`src/rtl/ifu_fetch.sv`:
```
// Instruction fetch unit: one PC in flight, single-beat memory read,
// {inst, pc, fault} handed to decode; flush kills the fetch in flight.
module ifu_fetch #(
  parameter int                    DATA_WIDTH = 32,
  parameter logic [DATA_WIDTH-1:0] RESET_VAL  = 32'h80000000
) (
  input  logic                  clk,
  input  logic                  rst,
  input  logic                  pc_valid,
  input  logic [DATA_WIDTH-1:0] pc_in,
  output logic                  pc_ready,
  input  logic                  flush,
  output logic                  req_valid,
  input  logic                  req_ready,
  output logic [DATA_WIDTH-1:0] req_addr,
  input  logic                  rsp_valid,
  input  logic [DATA_WIDTH-1:0] rsp_data,
  input  logic                  rsp_err,
  output logic                  inst_valid,
  input  logic                  inst_ready,
  output logic [DATA_WIDTH-1:0] inst,
  output logic [DATA_WIDTH-1:0] inst_pc,
  output logic                  inst_fault
);

  typedef enum logic [1:0] {
    IDLE,
    REQ,
    WAIT,
    OUT
  } state_t;

  state_t                state_q, state_d;
  logic                  drop_q, drop_d;
  logic [DATA_WIDTH-1:0] pc_q, pc_d;
  logic [DATA_WIDTH-1:0] inst_q, inst_d;
  logic [DATA_WIDTH-1:0] ipc_q, ipc_d;
  logic                  fault_q, fault_d;

  always_ff @(posedge clk) begin
    if (rst) begin
      state_q <= IDLE;
      drop_q  <= 1'b0;
      pc_q    <= RESET_VAL;
      inst_q  <= '0;
      ipc_q   <= RESET_VAL;
      fault_q <= 1'b0;
    end else begin
      state_q <= state_d;
      drop_q  <= drop_d;
      pc_q    <= pc_d;
      inst_q  <= inst_d;
      ipc_q   <= ipc_d;
      fault_q <= fault_d;
    end
  end

  always_comb begin
    state_d    = state_q;
    drop_d     = drop_q;
    pc_d       = pc_q;
    inst_d     = inst_q;
    ipc_d      = ipc_q;
    fault_d    = fault_q;
    pc_ready   = 1'b0;
    req_valid  = 1'b0;
    inst_valid = 1'b0;
    unique case (state_q)
      IDLE: begin
        pc_ready = !flush;
        if (pc_valid && !flush) begin
          pc_d = pc_in;
          // Misaligned PCs never reach the bus; they retire as a fault.
          if (pc_in[1:0] != 2'b00) begin
            state_d = OUT;
            inst_d  = '0;
            fault_d = 1'b1;
            ipc_d   = pc_in;
          end else begin
            state_d = REQ;
          end
        end
      end
      REQ: begin
        req_valid = 1'b1;
        if (flush) drop_d = 1'b1;
        if (req_ready) state_d = WAIT;
      end
      WAIT: begin
        if (rsp_valid) begin
          if (drop_q || flush) begin
            drop_d  = 1'b0;
            state_d = IDLE;
          end else begin
            inst_d  = rsp_err ? '0 : rsp_data;
            fault_d = rsp_err;
            ipc_d   = pc_q;
            state_d = OUT;
          end
        end else if (flush) begin
          drop_d = 1'b1;
        end
      end
      OUT: begin
        inst_valid = 1'b1;
        if (flush || inst_ready) state_d = IDLE;
      end
      default: state_d = IDLE;
    endcase
  end

  assign req_addr   = pc_q;
  assign inst       = inst_q;
  assign inst_pc    = ipc_q;
  assign inst_fault = fault_q;

endmodule

```
`config.mk`:
```
export PLATFORM = sky130hd
export DESIGN_NAME = ifu_fetch
export DESIGN_NICKNAME = d
export VERILOG_FILES = /design/src/rtl/ifu_fetch.sv
export SDC_FILE = /design/constraint.sdc
export NUM_CORES = 1
export LEC_CHECK = 0
export CAP_MARGIN = 25
export CELL_PAD_IN_SITES_DETAIL_PLACEMENT = 1
export CELL_PAD_IN_SITES_GLOBAL_PLACEMENT = 1
export CORE_MARGIN = 4
export CORE_UTILIZATION = 25
export DETAILED_ROUTE_END_ITERATION = 7
export PLACE_DENSITY = 0.67
export SKIP_LAST_GASP = 1
export SLEW_MARGIN = 25
export SYNTH_ARGS = -nofsm -noshare
export SYNTH_HDL_FRONTEND = slang
export SYNTH_SLANG_ARGS = --single-unit
```
`constraint.sdc`:
```
create_clock -name clk -period 3.1 [get_ports clk]
set_clock_uncertainty 0.15 [all_clocks]
set_input_delay 0.62 -clock clk [delete_from_list [all_inputs] [get_ports clk]]
set_output_delay 0.62 -clock clk [all_outputs]
set_load 0.02 [all_outputs]
```
==> summary.md <==
| Metric | Value |
|---|---|
| Largest family of logic cells by synthesized area | `compound AO/OA/AOI/OAI gates` |
| Hold Crit Depth | `2` |
| First-pass GRT wire length | `23.7 mm` |
| Flop-to-flop setup slack | `0.84 ns` |
| Area contributors post-synth | `dfxtp_1 43%, mux2i_1 14%, a211oi_2 8.4%, nand2_1 7.8%, nand2b_1 4.6%` |
| Skew-Pair Late Insertion Delay | `0.34 ns` |
| Antenna-violating nets left | `0` |
| Final Wtd Congestion | `0.709` |
| Vias in the first global route | `4330` |
| Peak VDD IR | `~0.27 mV` |
| Clk sinks | `100` |
| Hpwl dp | `10.6 mm` |
| Initial Util | `about a quarter` |
| Sequential share of power | `roughly two fifths` |
| Final cell count without fillers | `848` |
| Setup repair bufs after CTS | `0` |
| Mapped Nets | `537` |
| Site Rows | `49` |
| Adder-cell share of the synthesized area | `0%` |
| Vias | `between 4000 and 5000` |
| Sw Share | `between 20% and 30%` |
| Max_cap viols | `0` |
| Layout cells sized above 1 | `12.8%` |
| Post-synth ARST share | `0%` |
| Register area share after synthesis | `43.2%` |
| Vias per cell | `4.79` |
| Count of yosys warnings during synthesis | `0` |
| Wirelength per Cell | `18.0 microns` |
| Post-synth EDFFs | `0` |
| Internal power component | `2.47 mW` |
| Die area | `approximately 21000 sq um` |
| PD cells | `498 nW/um^2` |
| Startpoint Class | `register` |
| Fin crit share | `89.6%` |
| All-layer global routing usage | `14.4%` |
| HP Class | `reg -> reg` |
| Setup crit end kind | `primary output` |
| Worst Path Arrival | `between 2 and 2.5 ns` |
| DP Cell Count | `832` |
| CTS Buf Count | `9` |
| Yosys top cell by area | `dfxtp_1` |
| Area grow syn2layout | `47.5%` |
| Mapped Cells | `between 400 and 500` |
| RSZ-0062 raised after global routing | `false` |
| Max Slew Vio Count | `0` |
| Utilization after layout | `37.8%` |
| Worst r2r path cells | `4` |
| Yosys reg bits | `100` |
| CTS Buffer Depth | `2` |
| Final wirelength | `15.2 mm` |
| Largest net degree at the start of global routing | `a little over 80` |
| Hold Path Sink | `req_addr[12]$_SDFFE_PP0P_` |
| Commonest cells post-synth | `100 x dfxtp_1, 96 x nand2_1, 64 x mux2i_1` |
| Hold Fails Final Rpt | `0` |
| Synth Area in XOR/XNOR | `0%` |
| Clock-pin slew of the registers on the worst-case setup and hold paths | `about 0.070 ns` |
| Core area | `18100 sq um` |
| Total congestion overflow | `0` |
| Worst reg2reg path endpoint | `inst_pc[20]$_SDFFE_PP0P_` |
| Slew @ Worst Pin | `around 0.93 ns` |
| Crit Path Class | `reg -> out` |
| Crit path required time | `about 2.3 ns` |
| Syn_area_per_cell | `9.97 sq um` |
| Synth top area share | `between 40% and 50%` |
| Initial antenna violation count | `1` |
| Post-layout min period | `2.78 ns` |
| Max Fanout on Critical Path | `14` |
| Comb pwr share | `21.7%` |
| Synth Area in Compound Gates | `20.9%` |
| Die width | `144 microns` |
| H-tree depth | `3` |
| Ys flop type | `dfxtp_1` |
| Design Area, Final | `approximately 6800 sq um` |
| Unique masters post-synth | `32` |
| Fmax | `360 MHz` |
| Pre-antenna DRT Iters | `4` |
| Hold_buf cts | `0` |
| Area after DPL | `6500 sq um` |
| Post-Synth Simple-Gate Area | `between 15 and 20%` |
| Outcome | `completed` |
| Clock share of power | `36.8%` |
| Hold path startpoint | `req_addr[12]$_SDFFE_PP0P_` |
| Final Setup Violations | `0` |
| Residual DRC | `0` |
| Die height | `around 140 microns` |
| CTS tree | `yes` |
| I/O pins | `172` |
| Cell Area, Synth | `4630 sq um` |
| Number of port buffers | `171` |
| Root buf cell | `clkbuf_16` |
| Post-synthesis mux area share | `around 14%` |
| Layout net count | `686` |
| Total power | `3.41 mW` |
| Final setup TNS | `0 ns` |
| Relative slew slack | `38.3%` |
| R2R Path Start | `state_q[0]$_SDFFE_PP0P_` |
| P_sw | `around 0.93 mW` |
| Cells resized by post-CTS repair | `0` |
| Initial detailed-routing violation count | `154` |
| Count leader, synth | `dfxtp_1` |
| Leakage | `approximately 2.4 nW` |
| Antenna Cells | `0` |
-- how the worst max path moves through the flow --
stage / cells after the start / start / end
floorplan: 5 / pc_in[0] / inst_pc[10]$_SDFFE_PP0P_
global placement: 3 / flush / pc_ready
detailed placement: 3 / flush / pc_ready
CTS: 2 / state_q[0]$_SDFFE_PP0P_ / req_valid
global route: 2 / state_q[0]$_SDFFE_PP0P_ / req_valid
finish: 2 / state_q[0]$_SDFFE_PP0P_ / req_valid
-- registers in the layout, summed over array words and instances (netlist names) --
signal	flops
req_addr	32
inst_fault	1
state_q	2
inst	32
inst_pc	32
drop_q	1
-- cells in the final DEF, fill, tap and decap left out, types with 3 or more instances in the layout --
| cell | count |
|---|---|
| a211oi_2 | 31 |
| buf_4 | 13 |
| nand2_1 | 96 |
| nand2b_1 | 33 |
| clkdlybuf4s50_1 | 169 |
| buf_12 | 4 |
| o21ai_0 | 4 |
| a221oi_2 | 10 |
| a21oi_1 | 34 |
| clkbuf_16 | 9 |
| a221oi_1 | 23 |
| dfxtp_1 | 100 |
| nor4b_4 | 3 |
| mux2i_1 | 64 |
-- power groups by stage --
stage               registers [mW]  logic [mW]  clock network (mW)
finish                        1.41       0.739                1.25
global route                  1.42       0.793                1.35
CTS                           1.41       0.752                1.30
detailed placement            1.44       0.749                   0
global placement              1.44       0.731                   0
floorplan                     1.51       0.360                   0
-- stage by stage --
stage	worst slack (ns)	hold slack [ns]
5_1_grt	0.232	0.345
3_3_place_gp	0.441	0.305
4_1_cts	0.312	0.323
2_1_floorplan	1.20	0.356
6_report	0.322	0.323
3_5_place_dp	0.369	0.313
-- layer usage --
metal | global-route usage, % | up-vias | part of all wire (%)
met2 | 24.9 | 123 | 49
li1 | - | 1948 | -
met1 | 17.0 | 1977 | 42
met3 | 5.79 | 10 | 8.3
met5 | 0 | - | 0.085
met4 | 2.70 | 2 | 0.84
-- critical path, cell delays in order, from the launching register on --
cell and delay (ns):
dfxtp_1 0.74, nor2b_1 0.25, clkdlybuf4s50_1 0.67
-- cell type report --
type / count / area [sq um]
multi-input combinational: 315 / 2340
fill: 2017 / 11300
inverter: 1 / 3.75
clock inverter: 3 / 68.8
tap: 229 / 287
sequential: 100 / 2000
clock buffer: 13 / 260
timing repair buffer: 187 / 1870
-- cell families after synthesis --
logic type,Yosys count
AND/OR/NAND/NOR,143
flip-flops,100
buffers and inverters,50
AO/OA/AOI/OAI,107
multiplexers,65
Note: power is estimated with default switching activity, not from simulation.
